`src/rtl/output_activation_packer_pkg.sv`:
```
// output_activation_packer_pkg: activation types and packing constants shared with the packer
package output_activation_packer_pkg;
    typedef logic signed [7:0] int8_t;
    typedef logic [31:0] act_word_t;
    localparam int ACT_BYTES_PER_WORD = 4;
    localparam logic [7:0] ACT_PAD_BYTE = 8'h80;
endpackage

```
`src/rtl/output_activation_packer.sv`:
```
// output_activation_packer: packs int8 activations four per word, little-endian, into activation RAM writes
module output_activation_packer
    import output_activation_packer_pkg::*;
#(
    parameter int ADDR_W = 12
) (
    input  logic              clk,
    input  logic              reset,
    input  logic              start,
    input  logic [ADDR_W-1:0] base_addr,
    output logic              busy,
    output logic              done,
    input  logic              in_valid,
    output logic              in_ready,
    input  int8_t             in_data,
    input  logic              in_last,
    output logic              wr_valid,
    input  logic              wr_ready,
    output logic [ADDR_W-1:0] wr_addr,
    output act_word_t         wr_data,
    output logic [3:0]        wr_be
);
    typedef enum logic [1:0] {IDLE, PACK, DRAIN} state_t;
    state_t state, state_n;
    logic [1:0] cnt;
    act_word_t word;
    logic [3:0] be;
    logic accept, complete, wr_fire;

    // word-completing bytes need the output register free or handing off this cycle
    assign in_ready = state == PACK && ((cnt != 2'd3 && !in_last) || !wr_valid || wr_ready);
    assign accept   = in_valid && in_ready;
    assign complete = accept && (cnt == 2'd3 || in_last);
    assign wr_fire  = wr_valid && wr_ready;
    assign busy     = state != IDLE;
    assign be       = 4'b1111 >> (2'd3 - cnt);

    genvar g;
    for (g = 0; g < ACT_BYTES_PER_WORD; g++) begin : g_lane
        if (g < ACT_BYTES_PER_WORD - 1) begin : g_fill
            logic [7:0] lane;
            always_ff @(posedge clk) begin
                if (reset) lane <= '0;
                else if (accept && cnt == 2'(g)) lane <= in_data;
            end
            assign word[8*g +: 8] = cnt > 2'(g) ? lane : cnt == 2'(g) ? in_data : ACT_PAD_BYTE;
        end else begin : g_top
            assign word[8*g +: 8] = cnt == 2'(g) ? in_data : ACT_PAD_BYTE;
        end
    end

    always_ff @(posedge clk) begin
        if (reset) state <= IDLE;
        else state <= state_n;
    end

    always_comb begin
        state_n = state;
        state_n = state == IDLE && start           ? PACK  :
                  state == PACK && accept && in_last ? DRAIN :
                  state == DRAIN && wr_fire         ? IDLE  : state;
    end

    always_ff @(posedge clk) begin
        if (reset) begin
            cnt      <= '0;
            done     <= 1'b0;
            wr_valid <= 1'b0;
            wr_addr  <= '0;
            wr_data  <= '0;
            wr_be    <= '0;
        end else begin
            done <= state == DRAIN && wr_fire;
            if (complete) cnt <= '0;
            else if (accept) cnt <= cnt + 2'd1;
            if (complete) begin
                wr_valid <= 1'b1;
                wr_data  <= word;
                wr_be    <= be;
            end else if (wr_fire) begin
                wr_valid <= 1'b0;
            end
            if (state == IDLE && start) wr_addr <= base_addr;
            else if (wr_fire) wr_addr <= wr_addr + 1'b1;
        end
    end
endmodule

```
`config.mk`:
```
export PLATFORM = sky130hd
export DESIGN_NAME = output_activation_packer
export DESIGN_NICKNAME = d
export VERILOG_FILES = /design/src/rtl/output_activation_packer_pkg.sv /design/src/rtl/output_activation_packer.sv
export SDC_FILE = /design/constraint.sdc
export NUM_CORES = 1
export LEC_CHECK = 0
export CORE_MARGIN = 2
export CORE_UTILIZATION = 45
export CTS_BUF_LIST = sky130_fd_sc_hd__clkbuf_16
export CTS_CLUSTER_DIAMETER = 150
export DETAILED_ROUTE_END_ITERATION = 16
export PLACE_DENSITY = 0.76
export SETUP_SLACK_MARGIN = 0.3
export SKIP_CTS_REPAIR_TIMING = 1
export SYNTH_ARGS = -nofsm -noshare
export SYNTH_HDL_FRONTEND = slang
export SYNTH_SLANG_ARGS = --single-unit
```
`constraint.sdc`:
```
create_clock -name clk -period 1.95 [get_ports clk]
set_input_delay 0.39 -clock clk [delete_from_list [all_inputs] [get_ports clk]]
set_output_delay 0.39 -clock clk [all_outputs]
set_load 0.05 [all_outputs]
```
=== Yosys cells after proc, flatten, opt, wreduce, memory -nomap -nowiden ===
Index checks and enable logic that the tools add are counted.

* Order comparisons: 3
* Reductions and logical operators: 26
* Multiplexer cells: 14
* Shift-type cells: 1
* $add $sub $neg: 3
* Equal/unequal tests: 6

{| class="wikitable"
|+ Operators with widths
! operator !! number
|-
| two-way mux 8 bit || 7
|-
| two-way mux 12 bit || 2
|-
| adder 12 x 1 -> 12 bit (second input constant) || 1
|-
| logical AND 1 bit || 12
|-
| nonzero test 2 bit || 4
|-
| == test 2 bit (second input constant) || 3
|-
| == test 2 x 1 -> 1 bit (second input constant) || 2
|-
| greater-than comparator 2 x 1 -> 1 bit (second input constant) || 2
|-
| zero test 2 bit || 2
|-
| two-way mux 2 bit || 2
|-
| OR reduction 2 bit || 2
|-
| >> shifter 4 x 2 -> 4 bit (first input constant) || 1
|-
| logical OR 1 bit || 3
|-
| two-way mux 1 bit || 3
|-
| nonzero test 3 bit || 1
|-
| adder 2 x 1 -> 2 bit (second input constant) || 1
|-
| greater-than comparator 2 bit (second input constant) || 1
|-
| zero test 1 bit || 2
|-
| != test 2 bit (second input constant) || 1
|-
| subtractor 2 bit (first input constant) || 1
|}

* Output and inout port bits: 52
* Flip-flop bits (word level): 78
* Input bits: 26
* Logic and storage cells: 64

=== Logic depth before layout (Yosys ltp) ===
* Depth in word-level cells: 10
* Mapped depth: 9
* Gate-level depth less buffers: 6

=== Least setup slack after synthesis ===
Ideal clock, no wire load.

* Kind: reg-to-output
* From: register wr_valid
* To: output port in_ready
* Path buffers: 1
* Data arrival time: 1,662 ps
* Data required time: 1,560 ps
* Slack: -102 ps
* Stages on the path, launching flop included: 4
* Cells stage by stage: dfxtp_1 -> nor2b_1 -> buf_6 -> a21oi_1

* Cells in the longest elaborated chain, start to end: 4

{| class="wikitable"
|+ RTL lines
! what !! line !! source
|-
| start: declaration || output_activation_packer.sv:17 || <nowiki>output logic wr_valid,</nowiki>
|-
| start signal: assignment || output_activation_packer.sv:68 || <nowiki>wr_valid <= 1'b0;</nowiki>
|-
| start signal: assignment || output_activation_packer.sv:77 || <nowiki>wr_valid <= 1'b1;</nowiki>
|-
| start signal: assignment || output_activation_packer.sv:81 || <nowiki>wr_valid <= 1'b0;</nowiki>
|-
| zero test 1 bit || output_activation_packer.sv:31 || <nowiki>assign in_ready = state == PACK && ((cnt != 2'd3 && !in_last) || !wr_valid || wr_ready);</nowiki>
|-
| logical OR 1 bit (2 in series) || output_activation_packer.sv:31 ||
|-
| logical AND 1 bit || output_activation_packer.sv:31 ||
|-
| end: declaration || output_activation_packer.sv:14 || <nowiki>output logic in_ready,</nowiki>
|}

Every way passes these cells.

=== Final worst setup path ===
* From: register cnt[0]
* To: output port in_ready

* Cells in the longest elaborated chain, start to end: 5

{| class="wikitable"
|+ RTL lines
! what !! line !! source
|-
| start: declaration || output_activation_packer.sv:25 || <nowiki>logic [1:0] cnt;</nowiki>
|-
| start signal: assignment || output_activation_packer.sv:75 || <nowiki>else if (accept) cnt <= cnt + 2'd1;</nowiki>
|-
| != test 2 bit || output_activation_packer.sv:31 ||
|-
| logical AND 1 bit || output_activation_packer.sv:31 ||
|-
| logical OR 1 bit (2 in series) || output_activation_packer.sv:31 ||
|-
| logical AND 1 bit || output_activation_packer.sv:31 ||
|}

Every way passes these cells.

==> key figures <==
Synth
  – Mean Syn Cell Area: 9.24 um^2
  – Cell variety after synth: 37
  – Sequential element share of the synthesized area: 46.7%
  – Synth top area share: 46.7%
  – Cell taking the most area after synthesis: dfxtp_1
  – Largest family of logic cells by synthesized area: simple AND/OR/NAND/NOR gates
  – Synthesized net count: 394
  – Mux cell area share after synthesis: a little over a tenth
  – Post-Synth XOR/XNOR Area: 3.14%
  – Ys Warns: 0
  – Synth Area in Compound Gates: between 10% and 20%
  – Adder and majority gate portion of the synthesized area: under 10%
  – Simple-gate share of the synthesized area: 17.4%
  – Synthesized area: 3340 um^2
  – Largest cells by area after synthesis: dfxtp_1 47%, mux2i_1 11%, nor2_1 9.1%
  – Gate Count Post-Synth: roughly 360
  – Synth Register Bits: 78

Critical path
  – Crit Path Max Fanout: 3
  – WP data arrival: 1.51 ns
  – Crit. End Element: output port
  – Max stage delay on crit path: 0.34 ns
  – Critical path class: flop to output port
  – CP required: 1.56 ns
  – CP top delay family: flip-flops
  – Cell Chain, Critical Path: ha_4, or2_4, buf_12, a21oi_4, buf_6
  – Crit start category: flop
  – CP bufs+invs: 2
  – Slowest CP cell: dfxtp_2

Placed design
  – Setup slack at placement: -0.214 ns
  – HPWL Detailed: 5510 um
  – PortBufs: 77
  – Placed cell count: 540
  – Final RePlAce weighted congestion: between 0.7 and 0.8
  – Post-DP Area: 4410 um^2

Cells and area
  – Final instance area: 5010 um^2
  – # diodes: 0
  – Post-Layout Cell Count: 562
  – Commonest cells after routing, fill and taps aside: 81 x nor2_1, 72 x dfxtp_1, 44 x dlymetal6s2s_1, 36 x mux2i_1, 28 x buf_4
  – Commonest non-fill, non-tap cell in the layout: nor2_1
  – Fill count: between 500 and 600
  – Layout cells sized above 1: 20.5%
  – Synthesis-to-finish area growth: 49.7%
  – Nets: ~500

Routing
  – First-iteration detailed-routing DRC count: between 100 and 150
  – Routed WL: 8430 um
  – DRC viols: 0
  – Vias: 2939
  – Vias/cell: between 5 and 6
  – DRT Pass-1 Iters: 4
  – DR WL/cell: 15.0 um
  – Routed Antenna Nets: 0

Global routing
  – Vias in the first global route: 2735
  – Congestion Overflow GR: 0
  – First-pass GRT wire length: roughly 13000 um
  – Total track usage: 19.3%
  – Largest net degree at the start of global routing: 38
  – Initial antenna violation count: 0

Min path
  – Worst Hold Class: primary input to flop

STA
  – RSZ-0062 raised after global routing: yes
  – Final Max Tran Viols: 0
  – Min Tclk post-route: 1.90 ns
  – Setup-failing EPs final: 0
  – Hold Slack: 0.447 ns
  – Tcrit/Tclk final: 97.4%
  – Worst setup margin: 0.0500 ns
  – Max Clk Rate: 526 MHz
  – Skew final: 0.00889 ns
  – Count of final hold-check violations: 0
  – Rel. slew slack: 64.3%
  – Worst-margin pin slew: 0.535 ns

Power
  – PwrDens: about 790 nW/um^2
  – LEAKAGE: between 2 and 3 nW
  – Final total power: 0.00396 W
  – IR drop worst, VDD: 467 uV

Die
  – Core outline area: 7210 um^2
  – Horiz. Die Dim: 90.2 um
  – Row count: 31
  – DIE HEIGHT: 90.2 um
  – Die footprint: 8140 um^2
  – I/O pin count: approximately 80
  – Initial Util: 46.3%

CTS
  – CTS tree: done
  – CTS buffer count: 9
  – CTS max path bufs: 2
  – Root Buffer: clkbuf_16
  – CTS Sinks: 78
  – # H-tree levels: 3
  – Clock Pin Slew Worst Setup and Hold Paths: 0.06 ns
  – Skew-Pair Late Insertion Delay: about 0.34 ns

Run status
  – Status: completed

Flow run
  – Max Cap Viol: 0
==> per-stage QoR <==
step	setup TNS (ns)	util, %
CTS	-0.282	64.9
finish	0	69.4
detailed placement	-7.49	61.1
floorplan	0	-
global placement	-5.35	61.1
global route	-0.00391	69.4
==> registers in the layout (all words and copies together) (netlist names) <==
name and cells:
wr_be 4, wr_addr 12, done 1, state 2, wr_data 32, g_lane.g_fill.lane 24
wr_valid 1, cnt 2
==> power breakdown <==
part	internal, W	switching, W
combinational	0.000282	0.000418
clock	0.000863	0.000683
sequential	0.00166	0.0000525
==> layer usage <==
layer,part of all wire (%),GRT usage [%],vias up
li1,-,-,1455
met1,44,23.9,1392
met2,49,31.7,83
met3,5.4,5.62,9
met4,1.3,7.31,0
met5,0,0,-
==> cells in the mapped netlist, drive strengths merged <==
master and instances:
nor2 82, dfxtp 78, a211oi 37, mux2i 36, a21oi 16, nand2 16
clkbuf 13, buf 10, xnor2 10, inv 8, a22o 7, and3 7
nor3 7, ha 6, nand3 6, nand4 4, nor2b 3, nand2b 2
o21ai 2, xor2 2, a221oi 1, a2bb2oi 1, a311oi 1, a31o 1
and4 1, nor4 1, nor4b 1, o211ai 1, o32ai 1, or2 1
==> worst paths after layout <==
path	start	to	slack (ns)	cells after the start
hold / removal	reset	g_lane[0].g_fill.lane[7]$_SDFFE_PP0P_	0.45	2
hold reg to reg	wr_be[0]$_SDFFE_PP0P_	wr_be[0]$_SDFFE_PP0P_	0.47	2
setup reg to reg	cnt[0]$_SDFFE_PP0N_	g_lane[2].g_fill.lane[7]$_SDFFE_PP0P_	0.11	8
setup / recovery	cnt[0]$_SDFFE_PP0N_	in_ready	0.05	5
==> layout make-up <==
cell class | instances | area (um^2) | area share, %
timing repair buffer | 108 | 1240 | 24.8
sequential | 78 | 1570 | 31.3
multi-input combinational | 253 | 1760 | 35.2
inverter | 8 | 32.5 | 0.650
tap | 99 | 124 | 2.47
clock buffer | 9 | 225 | 4.50
clock inverter | 7 | 48.8 | 0.975
==> logic make-up after synthesis <==
group           Yosys count
compound gates           68
xor+xnor                 12
fa+ha+maj                 6
buf+inv                  31
flops                    78
mux                      36
simple gates            131
==> worst reg2reg max path, delay by kind of cell, from the launching register on <==
kind / cells / cell delay (ns)
AND/OR/NAND/NOR: 2 / 0.33
adder cells (fa/ha/maj): 1 / 0.16
buffers and inverters: 3 / 0.42
multiplexers: 1 / 0.19
flip-flops: 1 / 0.34
AO/OA/AOI/OAI: 1 / 0.28
No activity file was read; power rests on OpenSTA's default activity.
